`src/rtl/multi_button_debouncer.sv`:
```
// multi_button_debouncer
// Majority-vote debouncer for N push buttons. A single window counter is
// shared by all channels. Each channel synchronises its raw pin, counts high
// samples over the window and, at the terminal cycle of the window, feeds the
// vote into a small IDLE/PRESSED/HELD state machine. That state machine
// drives a registered level and one-cycle press/release/held pulses.
// Per-channel state is exported on state_dbg_o, two bits per channel, so
// checkers can observe it.

module multi_button_debouncer #(
    parameter int N_BUTTONS    = 4,
    parameter int WINDOW       = 100000,
    parameter int THRESHOLD    = 50000,
    parameter int HOLD_WINDOWS = 200
) (
    input  logic                   clk,
    input  logic                   rst_n,
    input  logic [N_BUTTONS-1:0]   button_raw_i,
    output logic [N_BUTTONS-1:0]   level_o,
    output logic [N_BUTTONS-1:0]   press_o,
    output logic [N_BUTTONS-1:0]   release_o,
    output logic [N_BUTTONS-1:0]   held_o,
    output logic                   window_tick_o,
    output logic [2*N_BUTTONS-1:0] state_dbg_o
);

    // Counter widths: the sample counter must hold WINDOW itself, and the
    // hold counter must hold HOLD_WINDOWS itself.
    localparam int WCNT_W = (WINDOW > 1) ? $clog2(WINDOW) : 1;
    localparam int CNT_W  = $clog2(WINDOW + 1);
    localparam int HOLD_W = $clog2(HOLD_WINDOWS + 1);

    localparam logic [WCNT_W-1:0] WCNT_LAST = WCNT_W'(WINDOW - 1);
    localparam logic [CNT_W-1:0]  THRESH_C  = CNT_W'(THRESHOLD);
    localparam logic [HOLD_W-1:0] HOLD_LAST = HOLD_W'(HOLD_WINDOWS);
    localparam logic [HOLD_W-1:0] HOLD_ONE  = HOLD_W'(1);

    typedef enum logic [1:0] {
        ST_IDLE    = 2'd0,
        ST_PRESSED = 2'd1,
        ST_HELD    = 2'd2
    } btn_state_e;

    // Two-flop synchroniser; sync2_q is the only view of the pins used below.
    logic [N_BUTTONS-1:0] sync1_q;
    logic [N_BUTTONS-1:0] sync2_q;

    // Shared window counter and the registered tick.
    logic [WCNT_W-1:0] wcnt_q;
    logic [WCNT_W-1:0] wcnt_d;
    logic              terminal;
    logic              tick_q;

    // Per-channel sample counters and votes.
    logic [CNT_W-1:0]     cnt_q [N_BUTTONS];
    logic [CNT_W-1:0]     cnt_d [N_BUTTONS];
    logic [CNT_W-1:0]     cnt_sum [N_BUTTONS];
    logic [N_BUTTONS-1:0] vote;

    // Per-channel state machine state and registered outputs.
    btn_state_e           state_q [N_BUTTONS];
    logic [HOLD_W-1:0]    hold_cnt_q [N_BUTTONS];
    logic [N_BUTTONS-1:0] level_q;
    logic [N_BUTTONS-1:0] press_q;
    logic [N_BUTTONS-1:0] release_q;
    logic [N_BUTTONS-1:0] held_q;

    // Bring the asynchronous pins into the clock domain.
    always_ff @(posedge clk or negedge rst_n) begin
        if (!rst_n) begin
            sync1_q <= '0;
            sync2_q <= '0;
        end else begin
            sync1_q <= button_raw_i;
            sync2_q <= sync1_q;
        end
    end

    // The window counter wraps after its terminal cycle.
    always_comb begin
        terminal = (wcnt_q == WCNT_LAST);
        wcnt_d   = terminal ? '0 : wcnt_q + WCNT_W'(1);
    end

    // Advance the shared window counter; the tick follows the terminal cycle by one.
    always_ff @(posedge clk or negedge rst_n) begin
        if (!rst_n) begin
            wcnt_q <= '0;
            tick_q <= 1'b0;
        end else begin
            wcnt_q <= wcnt_d;
            tick_q <= terminal;
        end
    end

    // The running sum includes the current sample, so the terminal sample
    // counts towards the vote before the counter is cleared.
    always_comb begin
        vote = '0;
        for (int i = 0; i < N_BUTTONS; i++) begin
            cnt_sum[i] = cnt_q[i] + CNT_W'(sync2_q[i]);
            vote[i]    = (cnt_sum[i] >= THRESH_C);
            cnt_d[i]   = terminal ? '0 : cnt_sum[i];
        end
    end

    // Accumulate high samples per channel across the window.
    always_ff @(posedge clk or negedge rst_n) begin
        if (!rst_n) begin
            for (int i = 0; i < N_BUTTONS; i++) begin
                cnt_q[i] <= '0;
            end
        end else begin
            for (int i = 0; i < N_BUTTONS; i++) begin
                cnt_q[i] <= cnt_d[i];
            end
        end
    end

    // Per-channel press/hold state machine, stepped once per window on the terminal cycle.
    always_ff @(posedge clk or negedge rst_n) begin
        if (!rst_n) begin
            for (int i = 0; i < N_BUTTONS; i++) begin
                state_q[i]    <= ST_IDLE;
                hold_cnt_q[i] <= '0;
            end
            level_q   <= '0;
            press_q   <= '0;
            release_q <= '0;
            held_q    <= '0;
        end else begin
            // Pulses are single-cycle: cleared every cycle unless set below.
            press_q   <= '0;
            release_q <= '0;
            held_q    <= '0;
            if (terminal) begin
                for (int i = 0; i < N_BUTTONS; i++) begin
                    case (state_q[i])
                        ST_IDLE: begin
                            if (vote[i]) begin
                                state_q[i]    <= ST_PRESSED;
                                press_q[i]    <= 1'b1;
                                level_q[i]    <= 1'b1;
                                hold_cnt_q[i] <= HOLD_ONE;
                            end
                        end
                        ST_PRESSED: begin
                            if (vote[i]) begin
                                hold_cnt_q[i] <= hold_cnt_q[i] + HOLD_ONE;
                                if ((hold_cnt_q[i] + HOLD_ONE) == HOLD_LAST) begin
                                    held_q[i]  <= 1'b1;
                                    state_q[i] <= ST_HELD;
                                end
                            end else begin
                                state_q[i]    <= ST_IDLE;
                                release_q[i]  <= 1'b1;
                                level_q[i]    <= 1'b0;
                                hold_cnt_q[i] <= '0;
                            end
                        end
                        ST_HELD: begin
                            // Hold count stays at HOLD_WINDOWS; only a low vote leaves.
                            if (!vote[i]) begin
                                state_q[i]    <= ST_IDLE;
                                release_q[i]  <= 1'b1;
                                level_q[i]    <= 1'b0;
                                hold_cnt_q[i] <= '0;
                            end
                        end
                        default: begin
                            state_q[i]    <= ST_IDLE;
                            level_q[i]    <= 1'b0;
                            hold_cnt_q[i] <= '0;
                        end
                    endcase
                end
            end
        end
    end

    // Pack per-channel state for observation.
    always_comb begin
        state_dbg_o = '0;
        for (int i = 0; i < N_BUTTONS; i++) begin
            state_dbg_o[2*i +: 2] = state_q[i];
        end
    end

    assign level_o       = level_q;
    assign press_o       = press_q;
    assign release_o     = release_q;
    assign held_o        = held_q;
    assign window_tick_o = tick_q;

endmodule
```
`config.mk`:
```
export PLATFORM = sky130hd
export DESIGN_NAME = multi_button_debouncer
export DESIGN_NICKNAME = d
export VERILOG_FILES = /design/src/rtl/multi_button_debouncer.sv
export SDC_FILE = /design/constraint.sdc
export NUM_CORES = 1
export LEC_CHECK = 0
export CAP_MARGIN = 20
export CORE_MARGIN = 1
export CORE_UTILIZATION = 40
export CTS_CLUSTER_SIZE = 25
export DETAILED_ROUTE_END_ITERATION = 10
export MAX_ROUTING_LAYER = met4
export PLACE_DENSITY = 0.57
export SETUP_SLACK_MARGIN = 0.05
export SYNTH_ARGS = -nofsm -noshare
export SYNTH_HDL_FRONTEND = slang
export SYNTH_SLANG_ARGS = --single-unit
```
`constraint.sdc`:
```
create_clock -name clk -period 6.3 [get_ports clk]
set_clock_uncertainty 0.2 [all_clocks]
set_input_delay 0.63 -clock clk [delete_from_list [all_inputs] [get_ports clk]]
set_output_delay 0.63 -clock clk [all_outputs]
set_load 0.02 [all_outputs]
```
==> results.sh, run 1 <==
export IMPL_synth_adder_area_share_pct=3.67
export IMPL_placed_cell_area_sq_um=9000
export IMPL_synth_area_sq_um=8520
export IMPL_ys_warnings_count=0
export IMPL_clk_latency_ps=430
export IMPL_layout_nets=955
export IMPL_leakage_nw=3.93
export IMPL_synth_edf_count=0
export IMPL_cp_required_ps=6460
export IMPL_worst_hold_path_type="primary input to async pin"
export IMPL_design_area_sq_um=9570
export IMPL_synth_top_family_by_area="simple AND/OR/NAND/NOR gates"
export IMPL_clockBufferDepth=2
export IMPL_fin_ws_ps=2730
export IMPL_r2r_start="sync2_q[1]"
export IMPL_placementRows=53
export IMPL_post_cts_buffers=0
export IMPL_layout_cells_non_filler=1212
export IMPL_synth_simple_area_share_pct=24.7
export IMPL_cts_sinks=150
export IMPL_synth_most_common_cell="dfrtp_1"
export IMPL_grt_max_degree=87
export IMPL_viasPerCell=5.41
export IMPL_routed_wirelength_um=17300
export IMPL_dieHeight_um=148
export IMPL_async_flop_share_pct=100
export IMPL_cts_resized=0
export IMPL_root_buffer="clkbuf_16"
export IMPL_via_count=6551
export IMPL_first_pass_iters=8
export IMPL_hold_viol=0
export IMPL_drv_cap=0
export IMPL_dpl_cell_count=1180
export IMPL_muxShareOfSynthArea_pct=1.28
export IMPL_ys_seq_elements=150
export IMPL_clock_fmax_mhz=280
export IMPL_n_antenna_cell=0
export IMPL_cp_arrival_ps=3730
export IMPL_violations="DRC"
export IMPL_synth_area_leader_cell="dfrtp_1"
export IMPL_rrSetupSlack_ps=2730
export IMPL_drc=1
export IMPL_vdd_ir_drop_max_mv=0.201
export IMPL_ctsHtreeMaxLevel=4
export IMPL_crit_path_start="sync2_q[1]"
export IMPL_cp_max_fo=24
export IMPL_cts_tree="yes"
export IMPL_reg2reg_depth=9
export IMPL_clk_pin_slew_worst_paths_ps=70
export IMPL_dp_hpwl_um=11100
export IMPL_synth_xor_area_share_pct=7.19
export IMPL_grt_pass1_wl_um=30000
export IMPL_grt_pass1_vias=6180
export IMPL_track_usage_pct=17.4
export IMPL_overflow=0
export IMPL_antenna_found_initial=0
export IMPL_ios=31
export IMPL_cp_end_kind="flop"
export IMPL_n_fill_cell=2041
export IMPL_multi_input_area_sq_um=4360
export IMPL_cts_buffers=17
export IMPL_synthCells=915
export IMPL_outcome="finished with violations"
export IMPL_core_area_sq_um=21000
export IMPL_placement_io_buffers=30
export IMPL_dieWidth_um=148
export IMPL_hold_ws_ps=74.5
export IMPL_seqCellArea_sq_um=3750
export IMPL_gp_congestion=0.799
export IMPL_start_util_pct=40.7
export IMPL_drive_above_1_share_pct=7.90
export IMPL_setup_worst_path_end="hold_cnt_q[21]"
export IMPL_powerDensity_nw_per_um2=250
export IMPL_rsz0062_at_grt="no"
export IMPL_avgSynthCellArea_sq_um=9.31
export IMPL_dp_slack_ps=2740
export IMPL_utilization_pct=45.7
export IMPL_maxSlewViolCount=0
export IMPL_synth_compound_area_share_pct=14.3
export IMPL_cp_start_kind="flop"
export IMPL_synth_area_top_cells="dfrtp_1, nor2_1, xnor2_1, ha_1, xor2_1"
export IMPL_area_growth_pct=12.3
export IMPL_synthTopCellsByCount="dfrtp_1, nor2_1, nand2_1, inv_1, nand3_1"
export IMPL_yosysUniqueCellTypes=89
export IMPL_worstMarginPinSlew_ps=908
export IMPL_setup_tns_ps=0
export IMPL_final_antenna_net_count=0
export IMPL_synthFlopType="dfrtp_1"
export IMPL_min_period_ps=3570
export IMPL_final_setup_viol_count=0
export IMPL_maxSlewHeadroom_pct=39.4
export IMPL_r2r_end="hold_cnt_q[21]"
export IMPL_drtIter0Drc=394
export IMPL_crit_type="flop to flop"
export IMPL_wl_per_cell_um=14.3
export IMPL_timing_final_crit_share_pct=56.7
export IMPL_netlist_area_leader_share_pct=44.0
export IMPL_die_area_sq_um=21900
export IMPL_finalPower_mw=2.39
export IMPL_synth_fp_nets=946
export IMPL_ctsHoldBuffers=0
export IMPL_yosysSeqAreaShare_pct=44.0
-- routing by layer --
metal / GRT usage [%] / vias to the layer above / wire length (um) / share of wire, %
met3: 3.49 / 10 / 350 / 2.0
met4: 5.00 / 0 / 162 / 0.94
met1: 23.9 / 3177 / 8940 / 52
met5: - / - / 0 / 0
met2: 25.8 / 63 / 7860 / 45
li1: - / 3301 / - / -
-- critical path, stage by stage (launching register included) --
cell and delay [ps]:
dfrtp_1 370, ha_1 230, ha_1 240, and3_1 270
and3_4 230, or4_1 500, a221o_1 370, a22oi_4 510
mux2_4 430, o211ai_2 150
-- state kept, by name (all words and copies together), names as in the netlist --
name / cells
sync1_q: 4
wcnt_q: 17
sync2_q: 4
hold_cnt_q: 32
held_o: 4
window_tick_o: 1
release_o: 4
press_o: 4
cnt_q: 68
state_dbg_o: 8
level_o: 4
-- worst min path at each step --
| stage | startpoint | end | slack (ps) |
|---|---|---|---|
| after floorplan | rst_n | cnt_q[0] | 130 |
| after global placement | sync1_q[0] | sync2_q[0] | 130 |
| after detailed placement | sync1_q[0] | sync2_q[0] | 140 |
| after CTS | rst_n | cnt_q[46] | 110 |
| after global routing | rst_n | sync1_q[1] | 150 |
| final | rst_n | sync1_q[1] | 70 |
-- cells in the final DEF, fill, tap and decap left out, types with 4 or more instances in the layout --
cell and count:
mux2i_1 6, o21ai_1 8, inv_1 57, dfrtp_1 150, xnor2_1 37, o221ai_1 13
nand2_1 64, or3_1 7, clkbuf_16 17, and4_1 9, nand4_1 41, nand2b_1 8
nor2_1 119, xor2_1 33, and3_1 18, nor3b_1 4, a32oi_1 8, clkdlybuf4s50_1 29
o21ai_0 15, nand3_1 54, a311oi_1 4, and2_1 15, ha_1 25, o22ai_1 10
nand4b_1 4, nor4_1 6, a31oi_1 10, o21a_1 4, a21oi_1 27, nor3_1 26
inv_6 6, o211ai_2 6, or4_1 5
-- where the power goes --
group	switching, mW	internal, mW	leakage, nW
registers	0.119	1.05	2.02
clock network	0.436	0.553	0.277
logic	0.122	0.109	1.64
-- kinds of logic (layout without fill, tap and decap cells) --
kind of cell,after synthesis,after routing
flip-flops,150,150
AO/OA/AOI/OAI,156,156
multiplexers,10,10
buffers and inverters,101,123
adder cells (fa/ha/maj),25,25
AND/OR/NAND/NOR,403,403
XOR/XNOR,70,70
-- area by class of cell --
cell class	count	share of cell area [%]
multi-input cells	664	45.6
clock inverters	15	1.52
flip-flops and latches	150	39.2
clock buffers	17	4.45
repair buffers	33	3.39
inverters	58	2.28
well taps	275	3.60
Note: power is estimated with default switching activity, not from simulation.
==> inputs of run 2 (changes only) <==
- PLACE_DENSITY: 0.57 -> 0.59
- clock period: 6.3 -> 3.2 ns (I/O delays scaled with it)
==> run 2 against run 1 <==
  * The run now ends clean
  * Combinational power is 100% higher
  * Critical path type unchanged
  * Sequential share of layout area is 1.5 points lower
  * Register-to-register slack worse by 2600 ps
  * Fmax is 17% higher
  * Cell count is 2.1% higher
  * Sequential power is 97% higher
  * Largest power group unchanged
  * Global-route usage is 0.43 points higher
==> results.sh, run 2 (synthesis results as in run 1) <==
export IMPL_start_util_pct=40.7
export IMPL_placementRows=53
export IMPL_drc=0
export IMPL_vdd_ir_drop_max_mv=0.330
export IMPL_via_count=6714
export IMPL_grt_pass1_wl_um=30800
export IMPL_reg_largest_list="cnt_q: 68 flops, hold_cnt_q: 32 flops, wcnt_q: 17 flops"
export IMPL_die_area_sq_um=21900
export IMPL_r2r_start="cnt_q[34]"
export IMPL_clk_latency_ps=430
export IMPL_cts_sinks=150
export IMPL_timing_final_crit_share_pct=95.2
export IMPL_clockBufferDepth=2
export IMPL_regMostFlops="cnt_q"
export IMPL_ctsHtreeMaxLevel=4
export IMPL_reg2reg_depth=9
export IMPL_hold_viol=0
export IMPL_n_antenna_cell=0
export IMPL_cts_buffers=17
export IMPL_cp_start_kind="flop"
export IMPL_cp_required_ps=3350
export IMPL_largest_register_ffs=68
export IMPL_cp_arrival_ps=3200
export IMPL_cpLargestDelayFamily="simple AND/OR/NAND/NOR gates"
export IMPL_hp_start="button_raw_i[0]"
export IMPL_final_common_cell="dfrtp_1"
export IMPL_grt_max_degree=73
export IMPL_drive_above_1_share_pct=11.1
export IMPL_cpMostUsedCell="and3_4"
export IMPL_critPathBufInv=0
export IMPL_gp_congestion=0.807
export IMPL_layout_nets=981
export IMPL_n_fill_cell=1999
export IMPL_crit_chain="ha_2 > ha_1 > and3_4 > and3_4 > or4_1 > a221o_1 > a22oi_4 > mux2_4 > o211ai_2"
export IMPL_antenna_found_initial=0
export IMPL_min_period_ps=3040
export IMPL_hold_depth=1
export IMPL_hold_ws_ps=129
export IMPL_worstHoldEndpoint="sync1_q[0]"
export IMPL_routed_wirelength_um=17700
export IMPL_cp_end_kind="flop"
export IMPL_dieWidth_um=148
export IMPL_track_usage_pct=17.8
export IMPL_layout_common_cells="dfrtp_1, nor2_1, nand2_1, inv_1, nand3_1"
export IMPL_leakage_nw=4.10
export IMPL_worstMarginPinSlew_ps=694
export IMPL_core_area_sq_um=21000
export IMPL_r2r_end="hold_cnt_q[18]"
export IMPL_dp_hpwl_um=11700
export IMPL_cts_tree="yes"
export IMPL_cpMaxStageDelayCell="or4_1"
export IMPL_cp_max_fo=8
export IMPL_clk_pin_slew_worst_paths_ps=60
export IMPL_maxSlewHeadroom_pct=53.7
export IMPL_viasPerCell=5.43
export IMPL_drtIter0Drc=413
export IMPL_rsz0062_at_grt="no"
export IMPL_dieHeight_um=148
export IMPL_wl_per_cell_um=14.3
export IMPL_area_growth_pct=16.7
export IMPL_maxSlewViolCount=0
export IMPL_grt_pass1_vias=6495
export IMPL_drv_cap=0
export IMPL_final_setup_viol_count=0
export IMPL_setup_tns_ps=0
export IMPL_placement_io_buffers=30
export IMPL_ios=31
export IMPL_clock_fmax_mhz=328
export IMPL_finalPower_mw=4.96
export IMPL_root_buffer="clkbuf_16"
export IMPL_overflow=0
export IMPL_rrSetupSlack_ps=160
export IMPL_powerDensity_nw_per_um2=499
export IMPL_final_antenna_net_count=0
export IMPL_first_pass_iters=5
export IMPL_outcome="complete, no violations"
export IMPL_crit_type="flop to flop"
export IMPL_cpPeakStageDelay_ps=510
export IMPL_worst_hold_path_type="primary input to flop"
## run 2: timing repair
action | in CTS | in global routing
endpoints found under the hold margin | 69 | 0
resized for setup | 0 | 15
buffers inserted | 0 | 7
setup endpoints to repair | 0 | 34
hold buffers | 1 | 0
## run 2: layer usage
metal  part of all wire [%]  routed length [um]  track usage (%)  up-vias
met1                     50                8800             23.8     3270
li1                       -                   -                -     3338
met5                      0                   0                -        -
met4                    1.2                 209             4.95        0
met2                     46                8170             27.3       91
met3                    3.1                 550             3.70       15
## run 2: cell type report
cell class              instances  area (sq um)  area share [%]
clock buffers                  19           433            4.35
clock inverters                12           203            2.04
inverters                      58           218            2.19
multi-input cells             664          4420            44.4
flip-flops and latches        150          3750            37.7
well taps                     275           344            3.46
repair buffers                 59           579            5.82
## run 2: stage by stage
step,setup slack (ps),cells,area [sq um],util (%)
3_3_place_gp,116,1198,9160,43.7
6_report,155,1237,9950,47.5
4_1_cts,55.0,1230,9800,46.8
5_1_grt,49.4,1237,9950,47.5
3_5_place_dp,81.1,1198,9160,43.7
2_1_floorplan,55.9,915,8520,-
## run 2: power by group
group / switching (mW) / total [mW] / leakage [nW] / internal [mW]
sequential: 0.241 / 2.31 / 2.02 / 2.07
clock: 0.800 / 2.18 / 0.296 / 1.38
combinational: 0.239 / 0.473 / 1.79 / 0.234
total: 1.28 / 4.96 / 4.10 / 3.68
## run 2: worst max path at each step
stage / startpoint / to / slack (ps) / cells past startpoint
after floorplan: sync2_q[1] / hold_cnt_q[22] / 60 / 10
after global placement: sync2_q[3] / hold_cnt_q[3] / 120 / 9
after detailed placement: sync2_q[1] / state_dbg_o[3] / 80 / 10
after CTS: sync2_q[1] / state_dbg_o[3] / 50 / 10
after global routing: cnt_q[34] / hold_cnt_q[18] / 50 / 9
final: cnt_q[34] / hold_cnt_q[18] / 160 / 9
